File: config.mk
export PLATFORM = sky130hd
export DESIGN_NAME = tbuf_bus_arbiter
export DESIGN_NICKNAME = d
export VERILOG_FILES = /design/src/rtl/tbuf_bus_arbiter.sv
export SDC_FILE = /design/constraint.sdc
export NUM_CORES = 1
export LEC_CHECK = 0
export ABC_AREA = 1
export CORE_MARGIN = 2
export CORE_UTILIZATION = 59
export CTS_BUF_LIST = sky130_fd_sc_hd__clkbuf_8
export DETAILED_ROUTE_END_ITERATION = 7
export PLACE_DENSITY = 0.94
export SKIP_LAST_GASP = 1
export SLEW_MARGIN = 20
export SYNTH_ARGS = -nofsm -noshare
export SYNTH_HDL_FRONTEND = slang
export SYNTH_SLANG_ARGS = --single-unit
File: constraint.sdc
create_clock -name clk -period 2.3 [get_ports clk]
set_clock_uncertainty 0.05 [all_clocks]
set_input_delay 0.345 -clock clk [delete_from_list [all_inputs] [get_ports clk]]
set_output_delay 0.345 -clock clk [all_outputs]
set_load 0.02 [all_outputs]
File: src/rtl/tbuf_bus_arbiter.sv
// Round-robin owner sequencer for a shared TBUF tristate bus: one enabled
// driver bank at a time, with an all-off turnaround gap between grants.
module tbuf_bus_arbiter #(
  parameter int N_REQ       = 4,
  parameter int MAX_HOLD    = 8,
  parameter int TURN_CYCLES = 1,
  parameter int ID_W        = $clog2(N_REQ)
) (
  input  logic             clk,
  input  logic             rst_n,
  input  logic [N_REQ-1:0] req,
  output logic [N_REQ-1:0] en,
  output logic [ID_W-1:0]  owner_id,
  output logic             bus_valid,
  output logic             turn,
  output logic             expired
);

  typedef enum logic [1:0] {IDLE, DRIVE, TURN} state_e;

  localparam logic [ID_W:0] N_L      = (ID_W+1)'(N_REQ);
  localparam logic [7:0]    HOLD_TOP = 8'(MAX_HOLD - 1);
  localparam logic [2:0]    TURN_TOP = 3'(TURN_CYCLES - 1);

  state_e             state_q, state_d;
  logic [ID_W-1:0]    rr_ptr_q, rr_ptr_d;
  logic [7:0]         hold_cnt_q, hold_cnt_d;
  logic [2:0]         turn_cnt_q, turn_cnt_d;
  logic [N_REQ-1:0]   en_q, en_d;
  logic [ID_W-1:0]    owner_q, owner_d;
  logic               bus_valid_q, bus_valid_d;
  logic               turn_q, turn_d;
  logic               expired_q, expired_d;

  logic [ID_W-1:0]    sel;
  logic               sel_vld;
  logic [ID_W:0]      scan;
  logic [ID_W-1:0]    scan_idx;
  logic               owner_rel, hold_tmo;

  // Scan starting just after the last owner so it ends up lowest priority.
  always_comb begin
    sel      = '0;
    sel_vld  = 1'b0;
    scan     = '0;
    scan_idx = '0;
    for (int i = 1; i <= N_REQ; i++) begin
      scan = {1'b0, rr_ptr_q} + (ID_W+1)'(i);
      if (scan >= N_L) scan = scan - N_L;
      scan_idx = scan[ID_W-1:0];
      if (!sel_vld && req[scan_idx]) begin
        sel_vld = 1'b1;
        sel     = scan_idx;
      end
    end
  end

  // Only the owner's request bit is looked at outside IDLE.
  assign owner_rel = !req[owner_q];
  assign hold_tmo  = (hold_cnt_q == HOLD_TOP);

  always_comb begin
    state_d     = state_q;
    rr_ptr_d    = rr_ptr_q;
    hold_cnt_d  = hold_cnt_q;
    turn_cnt_d  = turn_cnt_q;
    en_d        = en_q;
    owner_d     = owner_q;
    bus_valid_d = bus_valid_q;
    turn_d      = 1'b0;
    expired_d   = 1'b0;
    case (state_q)
      IDLE: begin
        if (sel_vld) begin
          state_d     = DRIVE;
          en_d        = N_REQ'(1) << sel;
          owner_d     = sel;
          rr_ptr_d    = sel;
          hold_cnt_d  = '0;
          bus_valid_d = 1'b1;
        end
      end
      DRIVE: begin
        hold_cnt_d = (hold_cnt_q == 8'hFF) ? hold_cnt_q : hold_cnt_q + 8'd1;
        if (owner_rel || hold_tmo) begin
          state_d     = TURN;
          en_d        = '0;
          owner_d     = '0;
          bus_valid_d = 1'b0;
          turn_d      = 1'b1;
          turn_cnt_d  = '0;
          expired_d   = hold_tmo && !owner_rel;
        end
      end
      TURN: begin
        if (turn_cnt_q == TURN_TOP) begin
          state_d    = IDLE;
          turn_cnt_d = '0;
        end else begin
          turn_cnt_d = turn_cnt_q + 3'd1;
          turn_d     = 1'b1;
        end
      end
      default: begin
        state_d     = IDLE;
        en_d        = '0;
        owner_d     = '0;
        bus_valid_d = 1'b0;
      end
    endcase
  end

  always_ff @(posedge clk or negedge rst_n) begin
    if (!rst_n) begin
      state_q     <= IDLE;
      rr_ptr_q    <= ID_W'(N_REQ - 1);
      hold_cnt_q  <= '0;
      turn_cnt_q  <= '0;
      en_q        <= '0;
      owner_q     <= '0;
      bus_valid_q <= 1'b0;
      turn_q      <= 1'b0;
      expired_q   <= 1'b0;
    end else begin
      state_q     <= state_d;
      rr_ptr_q    <= rr_ptr_d;
      hold_cnt_q  <= hold_cnt_d;
      turn_cnt_q  <= turn_cnt_d;
      en_q        <= en_d;
      owner_q     <= owner_d;
      bus_valid_q <= bus_valid_d;
      turn_q      <= turn_d;
      expired_q   <= expired_d;
    end
  end

  assign en        = en_q;
  assign owner_id  = owner_q;
  assign bus_valid = bus_valid_q;
  assign turn      = turn_q;
  assign expired   = expired_q;

endmodule

==> metrics <==
# clock sinks=24; Die W=56.59 um; Worst Tran Pin Value=0.3376 ns; ANT nets after route=0; syn_nets=236; RR Endpoint=hold_cnt_q[7]; overall routing resource usage=23.53%; H-tree depth=1; root buf cell=clkbuf_8; WL/cell=11.94 um; router iterations before antenna repair=4; Area Overhead vs Synth=13.19%; leakage power=0.9722 nW; Mapped Cells=224; CP cell instances=inv_4 -> nand2_1 -> nand2_1 -> nand2_1 -> nand2_4 -> nor2_8 -> nand4_4 -> nand2_4 -> inv_4 -> nand2_1 -> o21ai_2; outcome=completed; Synth Warn #=0; Synth area leader=dfrtp_1; Synth top cells by count=nand2_1, inv_1, dfrtp_1, nand3_1, nor2_1; largest net degree at the start of global routing=25; count leader, synth=nand2_1; Post-Syn Area per Cell=7.284 um^2; CP max stage cell=dfstp_2; Synth async-reset ratio=100.0%; ANT cells=0; Yosys top cell area share=33.74%; # hold bufs at CTS=0; worst skew pair latency=0.27 ns; worst slack at placement=0.2952 ns; gr ovfl total=0; EDFF count, synth=0; via count=1463; Synth cell types=29; core area=0.002686 mm^2; antenna violations before repair=0; global-route wire length before repair=5940 um; total negative slack=0 ns; drt via density=5.399; Primary FF master, synth=dfrtp_1; PnR worst setup slack=0.3627 ns; Mapped Area=0.001632 mm^2; DRC Markers=0; CP dominant cell by count=nand2_1; Final Total Pwr=2.331 mW; RR Startpoint=rr_ptr_q[0]; Final HPWL DP=2413 um; flop-to-flop setup slack=0.36 ns; CTS clk-pin slew, worst paths=0.09 ns; # rows=19; vias in the first global route=1454; Initial Util=60.74%; nets=253; Max Slew Vio Count=0; Period minus WS final=1.937 ns; initial DRC count=91; Setup crit start kind=flop; worst hold path class=primary input to async pin; Max Buffers Root-to-Sink=2; WS Path Type=flop to flop; largest cells by area after synthesis=dfrtp_1, nand2_1, nand3_1; CP required=2.42 ns; placed cells=267; max_cap viols=0; FF+latch count, synth=24; RSZ-0062 raised after global routing=false; GPL Wtd Cong=0.9236; total CTS buffers=3; Post-CTS Setup Bufs=0; total wire length after detailed routing=3235 um; # port buffers=14; period utilisation layout=84.23%; Seq/Total Area, Yosys=36.96%; Worst Reg-to-Reg Cells=11; die area=0.003202 mm^2; CTS tree=yes; CP max stage delay=0.65 ns; worst-path fanout max=13; final count of hold timing violations=0; Setup-failing EPs final=0; arrival time at the worst endpoint=2.05 ns; critical path capture point type=flop; fin cells=271; fmax=516.2 MHz; share of cells above drive strength 1=12.08%; cell area power density=1262 mW/mm^2; Die Ht=56.59 um; Worst slew margin=77.50%; PostCTS Resize Cnt=0; io pins=15; VDD IR-drop max=0.0008709 V
## worst max-delay path: cells and delay by family, from the launching register on
family	cells	cell delay (ns)
buf+inv	2	0.17
compound gates	1	0.05
flops	1	0.65
simple gates	8	0.91
## cells in the final DEF, fill, tap and decap left out, types with 2 or more instances in the layout
master	n
nand2_1	77
inv_1	23
dfrtp_1	22
nand3_1	21
nor2_1	15
clkdlybuf4s50_1	14
o21ai_0	12
nand4_1	7
nand2_2	6
ha_1	6
xor2_1	5
clkbuf_8	4
nand2_4	3
o21ai_2	3
or2_2	2
a21boi_0	2
inv_4	2
inv_2	2
nor2_2	2
dfstp_2	2
## through the flow
step	util (%)	cell area [um^2]	hold slack [ns]
after floorplan	-	1632	-0.0005911
after CTS	68.75	1847	0.3837
after global routing	68.75	1847	0.3912
after detailed placement	66.70	1792	0.4149
after global placement	66.70	1792	0.4151
final	68.75	1847	0.3690
## how the worst max path moves through the flow
stage,start,slack [ns],to
floorplan,rr_ptr_q[0],0.55,hold_cnt_q[7]
global placement,req[2],0.36,en[0]
detailed placement,req[1],0.30,hold_cnt_q[7]
CTS,rr_ptr_q[0],0.36,hold_cnt_q[7]
global route,rr_ptr_q[0],0.19,state_q[0]
finish,rr_ptr_q[0],0.36,hold_cnt_q[7]
## layer usage
| layer | wire length (um) | vias up | track usage [%] |
|---|---|---|---|
| met5 | 0 | - | 0 |
| met4 | 55 | 0 | 8.844 |
| met3 | 144 | 7 | 4.147 |
| met2 | 1575 | 33 | 40.03 |
| met1 | 1460 | 674 | 29.69 |
| li1 | - | 749 | - |
## final cells by class
class / count / area (um^2)
sequential: 24 / 603.1
timing repair buffer: 15 / 147.6
clock buffer: 4 / 55.05
tap: 31 / 38.79
multi-input combinational: 170 / 895.9
inverter: 27 / 106.4
fill: 216 / 839.6
## flip-flops by register name, indices dropped and copies added, names as in the netlist
register    cells
bus_valid       1
en              4
expired         1
hold_cnt_q      8
owner_id        2
rr_ptr_q        2
state_q         2
turn            1
turn_cnt_q      3
## where the power goes
part	internal [mW]	switching (mW)	leakage (nW)	total (mW)
logic	0.459	0.945	0.624	1.40
registers	0.535	0.101	0.319	0.636
clock network	0.153	0.139	0.0288	0.292
## kinds of logic (layout without fill, tap and decap cells)
logic type                 Yosys count  after routing  share of synthesized area (%)
adders and majority gates            6              6                          4.601
AOI/OAI and AO/OA                   20             20                          7.362
and+or+nand+nor                    139            139                          40.26
xor gates and xnor gates             5              5                          2.684
buffers and inverters               30             46                          8.128
DFF                                 24             24                          36.96
No activity file was read; power rests on OpenSTA's default activity.
